`src/rtl/stream_demux32_if.sv`:
```
// Valid/ready word stream feeding the demux bank.
interface stream_demux32_if #(
  parameter int W = 8
);
  logic [W-1:0] in_data;
  logic         in_valid;
  logic         in_ready;

  modport master (output in_data, output in_valid, input in_ready);
  modport slave  (input in_data, input in_valid, output in_ready);
endinterface

```
`src/rtl/stream_demux32.sv`:
```
// Stream-to-parallel loader: writes accepted words in order into 32 held slots,
// exposing them flattened for combinational indexers.
module stream_demux32 #(
  parameter int W        = 8,
  parameter int LAST_IDX = 31
) (
  input  logic               clock,
  input  logic               reset,
  input  logic               start,
  input  logic               clear,
  stream_demux32_if.slave    s_in,
  output logic [4:0]         wr_idx,
  output logic               busy,
  output logic               frame_done,
  output logic [32*W-1:0]    out_flat
);

  typedef enum logic [1:0] {
    ST_IDLE = 2'd0,
    ST_FILL = 2'd1,
    ST_HOLD = 2'd2
  } state_t;

  localparam logic [4:0] LAST = 5'(LAST_IDX);

  state_t         state_q, state_d;
  logic [4:0]     wr_idx_q, wr_idx_d;
  logic           frame_done_q, frame_done_d;
  logic [W-1:0]   slot_q [32];
  logic [W-1:0]   slot_d [32];
  logic           filling;
  logic           accept;

  assign filling        = (state_q == ST_FILL);
  assign accept         = s_in.in_valid & filling;
  assign s_in.in_ready  = filling;
  assign busy           = filling;
  assign wr_idx         = wr_idx_q;
  assign frame_done     = frame_done_q;

  always_comb begin
    state_d      = state_q;
    wr_idx_d     = wr_idx_q;
    frame_done_d = 1'b0;
    slot_d       = slot_q;
    // clear wins over start and over a same-cycle accept
    if (clear) begin
      state_d  = ST_IDLE;
      wr_idx_d = '0;
      for (int k = 0; k < 32; k++) slot_d[k] = '0;
    end else begin
      case (state_q)
        ST_IDLE, ST_HOLD: begin
          if (start) begin
            state_d  = ST_FILL;
            wr_idx_d = '0;
          end
        end
        ST_FILL: begin
          if (accept) begin
            slot_d[wr_idx_q] = s_in.in_data;
            if (wr_idx_q == LAST) begin
              state_d      = ST_HOLD;
              wr_idx_d     = '0;
              frame_done_d = 1'b1;
            end else begin
              wr_idx_d = wr_idx_q + 5'd1;
            end
          end
        end
        default: state_d = ST_IDLE;
      endcase
    end
  end

  always_ff @(posedge clock) begin
    if (reset) begin
      state_q      <= ST_IDLE;
      wr_idx_q     <= '0;
      frame_done_q <= 1'b0;
      for (int k = 0; k < 32; k++) slot_q[k] <= '0;
    end else begin
      state_q      <= state_d;
      wr_idx_q     <= wr_idx_d;
      frame_done_q <= frame_done_d;
      slot_q       <= slot_d;
    end
  end

  for (genvar k = 0; k < 32; k++) begin : g_flat
    assign out_flat[k*W +: W] = slot_q[k];
  end

endmodule

```
`src/flat_wrapper.sv`:
```
// flat-port wrapper written by rule: the top's interface ports become plain ports
module stream_demux32_flat 
#(
  parameter int W        = 8,
  parameter int LAST_IDX = 31
)
  (clock, reset, start, clear, wr_idx, busy, frame_done, out_flat, s_in_in_data, s_in_in_valid, s_in_in_ready);
  stream_demux32_if #(.W(W)) s_in_i ();
  input  logic clock;
  input  logic reset;
  input  logic start;
  input  logic clear;
  output logic [4:0] wr_idx;
  output logic busy;
  output logic frame_done;
  output logic [32*W-1:0] out_flat;
  input wire logic [$bits(s_in_i.in_data)-1:0] s_in_in_data;
  input wire logic [$bits(s_in_i.in_valid)-1:0] s_in_in_valid;
  output wire logic [$bits(s_in_i.in_ready)-1:0] s_in_in_ready;
  assign s_in_i.in_data = s_in_in_data;
  assign s_in_i.in_valid = s_in_in_valid;
  assign s_in_in_ready = s_in_i.in_ready;
  stream_demux32 #(.W(W), .LAST_IDX(LAST_IDX)) u_core (.clock(clock), .reset(reset), .start(start), .clear(clear), .s_in(s_in_i), .wr_idx(wr_idx), .busy(busy), .frame_done(frame_done), .out_flat(out_flat));
endmodule
```
`config.mk`:
```
export PLATFORM = sky130hd
export DESIGN_NAME = stream_demux32_flat
export DESIGN_NICKNAME = d
export VERILOG_FILES = /design/src/rtl/stream_demux32_if.sv /design/src/rtl/stream_demux32.sv /design/src/flat_wrapper.sv
export SDC_FILE = /design/constraint.sdc
export NUM_CORES = 1
export LEC_CHECK = 0
export BUFFER_PORTS_ARGS = -buffer_cell sky130_fd_sc_hd__buf_2
export CAP_MARGIN = 20
export CORE_MARGIN = 8
export CORE_UTILIZATION = 47
export CTS_BUF_LIST = sky130_fd_sc_hd__clkbuf_4 sky130_fd_sc_hd__clkbuf_8
export DETAILED_ROUTE_END_ITERATION = 7
export PLACE_DENSITY = 0.76
export REMOVE_ABC_BUFFERS = 1
export SETUP_SLACK_MARGIN = 0.3
export SYNTH_ARGS = -nofsm -noshare
export SYNTH_HDL_FRONTEND = slang
export SYNTH_SLANG_ARGS = --single-unit
```
`constraint.sdc`:
```
create_clock -name clock -period 2 [get_ports clock]
set_input_delay 0 -clock clock [delete_from_list [all_inputs] [get_ports clock]]
set_output_delay 0 -clock clock [all_outputs]
set_load 0.05 [all_outputs]
```
# ---- After elaboration in Yosys (flattened, before gate mapping)
# Index checks and enable logic that the tools add are counted.
dict set report totals {
  regBits 264
  latchBits 0
  ramBits 0
  mem_bits_ro 0
  out_inout_bits 264
  elab_cells 69
  n_memories 0
}
dict set report classes {
  add_sub_neg 1
  n_mul 0
  div_mod_pow 0
  n_lt_le_gt_ge 2
  n_eq_ne 6
  n_shift 0
  muxes 12
  n_bitwise 4
  n_reduce_logical 9
}
# operator n
set ops {}
lappend ops {{bitwise mux 256 bit} 1}
lappend ops {{demux 8 bit (select 5 bit)} 1}
lappend ops {{two-way mux 5 bit} 3}
lappend ops {{one-hot mux 5 bit (2 select lines)} 1}
lappend ops {{two-way mux 8 bit} 1}
lappend ops {{greater-or-equal comparator 6 bit, second input constant} 1}
lappend ops {{less-than comparator 6 x 1 -> 1 bit, second input constant} 1}
lappend ops {{two-way mux 2 bit} 3}
lappend ops {{inequality test 2 bit, second input constant} 3}
lappend ops {{NOT 5 -> 6 bit} 1}
lappend ops {{AND reduction 3 bit} 2}
lappend ops {{adder 5 x 1 -> 5 bit, second input constant} 1}
lappend ops {{== test 5 bit, second input constant} 1}
lappend ops {{one-hot mux 2 bit (2 select lines)} 1}
lappend ops {{OR reduction 2 bit} 2}
lappend ops {{OR reduction 4 bit} 1}
lappend ops {{== test 2 x 1 -> 1 bit, second input constant} 1}
lappend ops {{== test 2 bit, second input constant} 1}
lappend ops {{logical NOT 2 bit} 1}
lappend ops {{NOT 1 bit} 2}
lappend ops {{AND reduction 2 bit} 1}
lappend ops {{nonzero test 2 bit} 1}
lappend ops {{bitwise AND 1 bit} 1}
lappend ops {{logical AND 1 bit} 1}
lappend ops {{two-way mux 1 bit} 1}

# ---- Depth between registers and ports, before layout
# Gate-level depths: netlist (run 1).
dict set report logic_depth {
  ltp_word 6
  mapped_depth 7
  mapped_depth_nobuf 6
}

# ---- Least setup slack after synthesis (run 1)
# Ideal clock, no wire load.
dict set report synth_timing {
  path_kind {reg-to-reg}
  from {reg u_core.wr_idx_q[0], in the netlist u_core.wr_idx[0]}
  to {reg u_core.slot_q (netlist bit u_core.out_flat[224])}
  setup_time_ns 0.124
  t_arrival_ns 1.845
  t_required_ns 1.876
  slack_ns 0.031
  stages_incl_launch_ff 8
  period_less_slack_ns 1.969
  cell_sequence {dfxtp_1 > inv_1 > ha_1 > and4b_1 > buf_2 > and2_1 > buf_2 > mux2i_1}
}
dict set report synth_between {
  elab_chain_cells 6
}
# element line_no
set synth_rtl {}
lappend synth_rtl {{start, declared} stream_demux32.sv:27} ;# logic [4:0] wr_idx_q, wr_idx_d;
lappend synth_rtl {{start signal, assigned} stream_demux32.sv:84} ;# wr_idx_q <= wr_idx_d;
lappend synth_rtl {{NOT 5 -> 6 bit (not written as such) *} stream_demux32.sv:61} ;# slot_d[wr_idx_q] = s_in.in_data;
lappend synth_rtl {{greater-or-equal comparator 6 bit (not written as such) / less-than comparator 6 x 1 -> 1 bit (equally long branches)} stream_demux32.sv:61}
lappend synth_rtl {{logical AND 1 bit (not written as such)} stream_demux32.sv:61}
lappend synth_rtl {{two-way mux 8 bit (not written as such)} stream_demux32.sv:61}
lappend synth_rtl {{demux 8 bit (select 5 bit) *} stream_demux32.sv:61}
lappend synth_rtl {{bitwise mux 256 bit *} stream_demux32.sv:61}
lappend synth_rtl {{end signal, assigned} stream_demux32.sv:86} ;# slot_q <= slot_d;
lappend synth_rtl {{end, declared} stream_demux32.sv:29} ;# logic [W-1:0] slot_q [32];
# Mark *: on every way between the ends. The rest lies on a longest branch, timed or not.
# A chain may end at the register's enable or synchronous reset.

# ---- Worst setup path in the final report (run 1)
dict set report layout_timing {
  from {reg u_core.wr_idx_q[0], in the netlist u_core.wr_idx[0]}
  to {reg u_core.wr_idx_q[0], in the netlist u_core.wr_idx[0]}
}
dict set report layout_between {
  elab_chain_cells 4
}
# element line_no
set layout_rtl {}
lappend layout_rtl {{adder 5 x 1 -> 5 bit / == test 5 bit (equally long branches)} {stream_demux32.sv:67, stream_demux32.sv:62}}
lappend layout_rtl {{two-way mux 5 bit *} stream_demux32.sv:62} ;# if (wr_idx_q == LAST) begin
lappend layout_rtl {{two-way mux 5 bit *} stream_demux32.sv:60} ;# if (accept) begin
lappend layout_rtl {{one-hot mux 5 bit (2 select lines) *} stream_demux32.sv:52} ;# case (state_q)
# Mark *: on every way between the ends. The rest lies on a longest branch, timed or not. The select of a mux whose other input is x is not followed.

==> results by group, run 1 <==
Synth
  – Largest cells by area after synthesis: dfxtp_1 54%, mux2i_1 26%, nand2_1 10%, clkbuf_1 2.1%, nand2_2 2.0%
  – Post-synth top cells: 270 x nand2_1, 264 x dfxtp_1, 256 x mux2i_1, 55 x clkbuf_1, 31 x nand2_2
  – Synthesized area per cell: 10.3 um^2
  – Top-count cell post-synth: nand2_1
  – Top FF cell, synth: dfxtp_1
  – Sequential area share after synthesis: 54.5%
  – Yosys top cell by area: dfxtp_1
  – Synth Cell Area: 9700 um^2
  – Area share of the largest cell type after synthesis: 54.5%
  – Synth Instances: 938
  – Synth cell types: 31
  – Post-synth EDFFs: 0
  – Synth Register Bits: 264
  – Synth warnings: 0
  – Asr flop ratio synth: 0%

Timing
  – Worst slew margin: 66.4%
  – Max-slew violation count: 0
  – Final hold slack: 0.0824 ns
  – Period utilisation layout: 81.3%
  – RSZ-0062 raised after global routing: no
  – Final WS setup: 0.373 ns
  – Hold Vio Cnt, Final: 0
  – Post-Route Setup TNS: 0 ns
  – Slew @ Worst Pin: 0.504 ns
  – Fin Clk Skew: 0.0167 ns
  – Crit path time final: 1.63 ns
  – Peak Freq: 0.615 GHz
  – Final setup fails: 0

Routing
  – Number of vias per cell: 5.09
  – WL/cell: 18.9 um
  – Vias post-DR: 7759
  – First DRT Iteration DRCs: 321
  – Final WL: 28800 um
  – Final ANT Viol Nets: 0
  – DRT Pass-1 Iters: 5
  – # DRC: 0

Placed design
  – PortBufs: 276
  – Dpl ws: -0.0174 ns
  – Post-DP HPWL: 18900 um
  – GPL Wtd Cong: 0.829
  – Post-DP Area: 11400 um^2

Setup path
  – Critical path's slowest cell: dfxtp_2
  – Worst Setup Start Kind: register
  – Crit path buffers/inverters: 1
  – CP top delay family: simple AND/OR/NAND/NOR gates
  – Crit path arrival time: 2.09 ns
  – Crit-path max FO: 6
  – Required @ worst endpoint: 2.46 ns
  – Worst path cell trace: ha_2, and3_1, ha_1, nor3b_2, buf_4, nand3_1, a21oi_1
  – Crit-path max cell delay: 0.35 ns
  – Internal reg-to-reg setup slack: 0.37 ns
  – Critical Setup Path Class: register to register
  – Critical Path End Type: register

Layout
  – Layout Area Growth over Synthesis: 28.5%
  – # nets final: 1243
  – Fin util: 61.6%
  – Filler cell count: 1688
  – Design area: 12500 um^2
  – Layout cell share with drive strength beyond 1: 34.1%

Clocking
  – CTS sink count: 264
  – CTS tree: done
  – CTS buffer count: 42
  – Clock tree buffer depth: 3
  – H-tree depth: 2
  – CTS root buffer: clkbuf_8
  – Clock latency on the worst-skew pair: 0.53 ns
  – Clock transition at path regs: 0.06 ns

Global routing
  – Largest net degree at the start of global routing: 99
  – GRT overflow: 0
  – First-pass GRT wire length: 45100 um
  – GR Util All Layers: 21.7%
  – Number of antenna violations at the first check in global routing: 1
  – Vias in the first global route: 8150

Min path
  – Hold Crit Class: input pin to register

Die
  – Core Area: 20200 um^2
  – Rows: 52
  – Number of I/O pins: 277
  – Die Span X: 160 um
  – Die Ht: 160 um
  – Die footprint: 25500 um^2
  – Initial Utilization: 47.9%

Power
  – Leakage power: 7.16 nW
  – Worst ir drop on vdd: 0.514 mV
  – PD cells: 834 nW/um^2

Outcome
  – Status: completed

Run
  – Max cap viols: 0
-- through the flow --
stage	std cells	power [mW]
6_report	1525	10.4
5_1_grt	1525	10.7
4_1_cts	1523	10.5
3_5_place_dp	1440	5.66
3_3_place_gp	1440	5.66
2_1_floorplan	870	5.51
-- power breakdown --
part	leakage, nW	total, mW	internal [mW]	switching [mW]
clock	0.486	4.83	2.79	2.04
sequential	2.13	5.27	5.26	0.00416
combinational	4.54	0.298	0.0748	0.223
-- placed cells by master, fill, tap and decap left out, types with 2 or more instances in the layout --
master         synthesis  layout
inv_1                  3       3
a21oi_1                4       4
ha_1                   5       4
a22oi_1                2       2
nor2_1                 3       3
nand2b_1               2       2
clkinv_2               0       4
nand2_1              270     270
and3_1                 2       2
nor3b_4                0       3
and4b_4                0       3
nand2_2               31      26
nand4b_1               2       2
dfxtp_1              264     258
buf_12                 0       3
buf_4                  1      23
and3b_1                3       2
mux2i_1              256     256
dlygate4sd3_1          0       9
dfxtp_2                0       6
nand2_4                0       5
clkbuf_4               0      10
nand3_1                5       5
clkbuf_8               0      59
buf_2                 11     276
-- kinds of logic after synthesis --
family / count (synthesis) / synth area share, %
AO/OA/AOI/OAI: 9 / 0.606
flip-flops: 264 / 54.5
adder cells (fa/ha/maj): 5 / 0.645
buffers and inverters: 71 / 2.93
AND/OR/NAND/NOR: 333 / 14.9
multiplexers: 256 / 26.4
-- sequential cells by signal (all words and copies together), names as in the netlist --
signal / flops
u_core.out_flat: 256
u_core.wr_idx: 5
u_core.state_q: 2
u_core.frame_done: 1
-- area by class of cell --
type | instances | area [um^2] | area share, %
multi-input cells | 603 | 4210 | 33.8
clock inverters | 4 | 20.0 | 0.161
well taps | 270 | 338 | 2.71
inverters | 3 | 11.3 | 0.0903
flip-flops and latches | 264 | 5290 | 42.5
repair buffers | 311 | 1700 | 13.7
clock buffers | 69 | 887 | 7.12
diodes | 1 | 2.50 | 0.0201
-- worst register-to-register path, delay by kind of cell, from the launching register on --
| kind | cells | cell delay [ns] |
|---|---|---|
| AND/OR/NAND/NOR | 3 | 0.49 |
| buffers and inverters | 1 | 0.15 |
| adder cells (fa/ha/maj) | 2 | 0.43 |
| AO/OA/AOI/OAI | 1 | 0.14 |
| flip-flops | 1 | 0.35 |
-- path summary, 6_finish.rpt --
kind                                             to                               from  cells after the start
hold / removal     u_core.out_flat[19]$_SDFFE_PP0P_                    s_in_in_data[3]                      4
setup / recovery      u_core.wr_idx[0]$_SDFFE_PP0P_      u_core.wr_idx[0]$_SDFFE_PP0P_                      7
setup reg to reg      u_core.wr_idx[0]$_SDFFE_PP0P_      u_core.wr_idx[0]$_SDFFE_PP0P_                      7
hold reg to reg   u_core.out_flat[229]$_SDFFE_PP0P_  u_core.out_flat[229]$_SDFFE_PP0P_                      2
-- timing repair --
| item | in CTS | in global routing |
|---|---|---|
| hold endpoints to repair | 74 | 0 |
| resized for setup | 13 | 14 |
| setup buffers | 1 | 1 |
| endpoints found under the setup margin | 259 | 250 |
| hold buffers | 9 | 0 |
| pin swaps | 0 | 1 |
-- routing by layer --
layer  global-route usage [%]  up-vias  wire [um]
met5                        0        -          0
met4                     9.13        0        941
met3                     7.63       60       2310
li1                         -     3681          -
met1                     24.5     3734      11900
met2                     36.7      284      13600
(Power assumes the default switching activity.)
==> inputs of run 2 (changes only) <==
Settings changed: ABC_AREA set to 1, PLACE_DENSITY 0.76 to 0.75.
Clock period 2 ns to 1.5 ns, I/O delays scaled along.
==> run 2 against run 1 <==
Net effect:
- the run now ends with negative setup slack left
- die area grew 9.6%
- largest power group unchanged
- critical endpoint is now u_core.out_flat[82]$_SDFFE_PP0P_
- first-iteration DRC count grew to 2.6 times the previous value
- global-route usage is 3.3 points higher
- via count is 45% higher
==> results by group, run 2 <==
Power
  – Worst ir drop on vdd: 0.731 mV (was 0.514 mV)
  – PD cells: 948 nW/um^2 (was 834 nW/um^2)
  – Psw: 3.38 mW (was 2.27 mW)
  – Sequential Power Share: 48.4% (was 50.7%)
  – Comb pwr share: 6.0% (was 2.9%)
  – Leakage power: 6.31 nW (was 7.16 nW)
  – Clock Power Share: 45.6% (was 46.5%)
  – Sw Ratio: 23.3% (was 21.8%)
  – Cell-internal power: 11.1 mW (was 8.12 mW)

Setup path
  – Required @ worst endpoint: 1.93 ns (was 2.46 ns)
  – Critical Setup Path Class: register to register (unchanged)
  – Critical Path End Type: register (unchanged)
  – Crit-path max FO: 16 (was 6)
  – Crit path buffers/inverters: 4 (was 1)
  – Crit path arrival time: 1.99 ns (was 2.09 ns)
  – Critical path's slowest cell: dfxtp_4 (was dfxtp_2)
  – Crit-path max cell delay: 0.37 ns (was 0.35 ns)
  – CP top delay family: buffers and inverters (was simple AND/OR/NAND/NOR gates)
  – Worst Setup Start Kind: register (unchanged)
  – Worst path cell trace: inv_4, ha_4, buf_4, inv_1, nor2_8, clkbuf_16, nand3_1, nand2_1, nor2_1 (was ha_2, and3_1, ha_1, nor3b_2, buf_4, nand3_1, a21oi_1)

Synth
  – Area share of the largest cell type after synthesis: 49.2% (was 54.5%)
  – Largest cells by area after synthesis: dfxtp_1 49%, nor2_1 19%, nand3_1 13%, nand2_1 9.5%, buf_6 1.2% (was dfxtp_1 54%, mux2i_1 26%, nand2_1 10%, clkbuf_1 2.1%, nand2_2 2.0%)
  – Asr flop ratio synth: 0% (unchanged)
  – Top FF cell, synth: dfxtp_1 (unchanged)
  – Post-synth EDFFs: 0 (unchanged)
  – Post-synth top cells: 543 x nor2_1, 271 x nand2_1, 270 x nand3_1, 264 x dfxtp_1, 31 x clkbuf_1 (was 270 x nand2_1, 264 x dfxtp_1, 256 x mux2i_1, 55 x clkbuf_1, 31 x nand2_2)
  – Synth warnings: 0 (unchanged)
  – Synth Instances: 1513 (was 938)
  – Synth Cell Area: 10700 um^2 (was 9700 um^2)
  – Post-synthesis compound-gate area fraction: 0.349% (was 0.606%)
  – Top-count cell post-synth: nor2_1 (was nand2_1)
  – Post-Synth Adder-Cell Area: 0.582% (was 0.645%)
  – Sequential area share after synthesis: 49.2% (was 54.5%)
  – Post-synthesis mux area share: 0% (was 26.4%)
  – Synth cell types: 22 (was 31)
  – Yosys top cell by area: dfxtp_1 (unchanged)
  – Synth Register Bits: 264 (unchanged)
  – Largest family of logic cells by synthesized area: simple AND/OR/NAND/NOR gates (was multiplexers)
  – Synthesized area per cell: 7.10 um^2 (was 10.3 um^2)
  – Xor/xnor cell area share of the yosys netlist: 0% (unchanged)
  – Simple-gate share of the synthesized area: 43.7% (was 14.9%)

Timing
  – Period utilisation layout: 104% (was 81.3%)
  – Final setup fails: 90 (was 0)
  – Hold Vio Cnt, Final: 0 (unchanged)
  – RSZ-0062 raised after global routing: yes (was no)
  – Worst slew margin: 74.1% (was 66.4%)
  – Final WS setup: -0.0574 ns (was 0.373 ns)
  – Post-Route Setup TNS: -1.48 ns (was 0 ns)
  – Crit path time final: 1.56 ns (was 1.63 ns)
  – Slew @ Worst Pin: 0.387 ns (was 0.504 ns)
  – Peak Freq: 0.642 GHz (was 0.615 GHz)
  – Fin Clk Skew: 0.0160 ns (was 0.0167 ns)
  – Final hold slack: 0.0148 ns (was 0.0824 ns)
  – Max-slew violation count: 0 (unchanged)

Clocking
  – CTS tree: done (unchanged)
  – CTS sink count: 264 (unchanged)
  – Clock latency on the worst-skew pair: 0.54 ns (was 0.53 ns)
  – Clock transition at path regs: 0.06 ns (about the same)
  – CTS root buffer: clkbuf_8 (unchanged)
  – Clock tree buffer depth: 3 (unchanged)
  – CTS buffer count: 44 (was 42)
  – H-tree depth: 2 (unchanged)

Routing
  – DRT Pass-1 Iters: 5 (unchanged)
  – WL/cell: 17.8 um (was 18.9 um)
  – DR WL met3: 3630 um (was 2310 um)
  – First DRT Iteration DRCs: 843 (was 321)
  – Vias post-DR: 11245 (was 7759)
  – M1 WL: 15700 um (was 11900 um)
  – Number of vias per cell: 5.21 (was 5.09)
  – Final ANT Viol Nets: 0 (unchanged)
  – Top Layer Used: met4 (unchanged)
  – Met2 WL: 18100 um (was 13600 um)
  – # DRC: 0 (unchanged)
  – Final WL: 38500 um (was 28800 um)

Die
  – Rows: 55 (was 52)
  – Die footprint: 27900 um^2 (was 25500 um^2)
  – Number of I/O pins: 277 (unchanged)
  – Die Ht: 167 um (was 160 um)
  – Initial Utilization: 47.6% (was 47.9%)
  – Core Area: 22600 um^2 (was 20200 um^2)
  – Die Span X: 167 um (was 160 um)

Layout
  – Layout cell share with drive strength beyond 1: 34.5% (was 34.1%)
  – Flip-flop count of the largest register after layout: 256 (unchanged)
  – Filler cell count: 1875 (was 1688)
  – # nets final: 1861 (was 1243)
  – Most frequent cells in the layout: 505 x nor2_1, 274 x buf_2, 257 x dfxtp_1 (was 276 x buf_2, 270 x nand2_1, 258 x dfxtp_1)
  – Fin cells: 2159 (was 1525)
  – Fin util: 67.9% (was 61.6%)
  – Layout Area Growth over Synthesis: 42.6% (was 28.5%)
  – Commonest non-fill, non-tap cell in the layout: nor2_1 (was buf_2)

Run
  – Max cap viols: 0 (unchanged)

Global routing
  – GR Util All Layers: 25.0% (was 21.7%)
  – GRT overflow: 0 (unchanged)
  – Number of antenna violations at the first check in global routing: 1 (unchanged)
  – First-pass GRT wire length: 57000 um (was 45100 um)
  – Largest net degree at the start of global routing: 59 (was 99)
  – Vias in the first global route: 10616 (was 8150)

Placed design
  – PortBufs: 276 (unchanged)
  – Post-Place Cells: 2035 (was 1440)
  – Post-DP HPWL: 22400 um (was 18900 um)
  – GPL Wtd Cong: 0.831 (was 0.829)

Min path
  – Hold Crit Class: input pin to register (unchanged)

Outcome
  – Failing checks: negative setup slack
  – Status: finished, violations left (was completed)
-- run 2: cell types whose count changed in the layout (fill, tap and decap cells not counted), sizes merged, moves of 3 or more --
cell         before  now
mux2i           256    0
and4b             4    0
buf             302  373
nand2           301  271
nand4             0    4
inv               3   29
nor3b             4    0
dlygate4sd3       9    4
clkbuf           69   84
nand3             5  271
and3b             3    0
nor2              4  557
-- run 2: through the flow --
stage	setup slack, ns	total power [mW]	cell area, um^2
2_1_floorplan	-7.46	7.77	10200
3_3_place_gp	-0.210	7.88	12800
3_5_place_dp	-0.225	7.89	12800
4_1_cts	-0.00649	14.5	14600
5_1_grt	-0.127	15.0	15300
6_report	-0.0574	14.5	15300
-- run 2: worst reg2reg max path, delay by kind of cell (launching register included) --
family                   cells  cell delay, ns
adder cells (fa/ha/maj)      1            0.15
flip-flops                   1            0.37
buffers and inverters        4            0.50
AND/OR/NAND/NOR              4            0.43
-- run 2: path summary, 6_finish.rpt --
kind                                     from                          endpoint  slack (ns)  depth (start not counted)
max             u_core.wr_idx[0]$_SDFFE_PP0P_  u_core.out_flat[82]$_SDFFE_PP0P_       -0.06                          9
min                           s_in_in_data[4]  u_core.out_flat[12]$_SDFFE_PP0P_        0.01                          6
max reg2reg     u_core.wr_idx[0]$_SDFFE_PP0P_  u_core.out_flat[82]$_SDFFE_PP0P_       -0.06                          9
min reg2reg  u_core.out_flat[80]$_SDFFE_PP0P_  u_core.out_flat[80]$_SDFFE_PP0P_        0.46                          2
-- run 2: repair_timing --
item / in CTS / in global routing
setup buffers: 21 / 6
hold buffers: 4 / 0
gates cloned: 4 / 12
endpoints found under the setup margin: 275 / 333
hold endpoints to repair: 53 / 0
resized for setup: 138 / 96
pin swaps: 63 / 46
-- run 2: layout make-up --
type | count | area, um^2 | share of cell area (%)
timing repair buffer | 387 | 3020 | 19.7
clock inverter | 2 | 10.0 | 0.0653
sequential | 264 | 5300 | 34.6
inverter | 30 | 130 | 0.850
antenna | 1 | 2.50 | 0.0163
clock buffer | 74 | 918 | 6.00
tap | 285 | 357 | 2.33
multi-input combinational | 1116 | 5580 | 36.4
-- run 2: routing by layer --
metal | up-vias | global-route usage, %
li1 | 5427 | -
met1 | 5218 | 30.7
met2 | 516 | 41.6
met3 | 84 | 6.72
met4 | 0 | 9.01
met5 | - | 0
-- run 2: cell families (layout without fill, tap and decap cells) --
group                      Yosys count  count (layout)
adders and majority gates            5               5
DFF                                264             264
AOI/OAI and AO/OA                    7               7
and+or+nand+nor                   1104            1104
other                                0               1
buffers and inverters              133             493
-- run 2: power by group through the flow --
stage / Combinational, mW / Clock, mW / Sequential (mW)
after floorplan: 0.570 / 0 / 7.20
after CTS: 0.786 / 6.69 / 7.02
after detailed placement: 0.710 / 0 / 7.18
after global routing: 0.928 / 7.04 / 7.02
final: 0.874 / 6.62 / 7.02
after global placement: 0.701 / 0 / 7.18
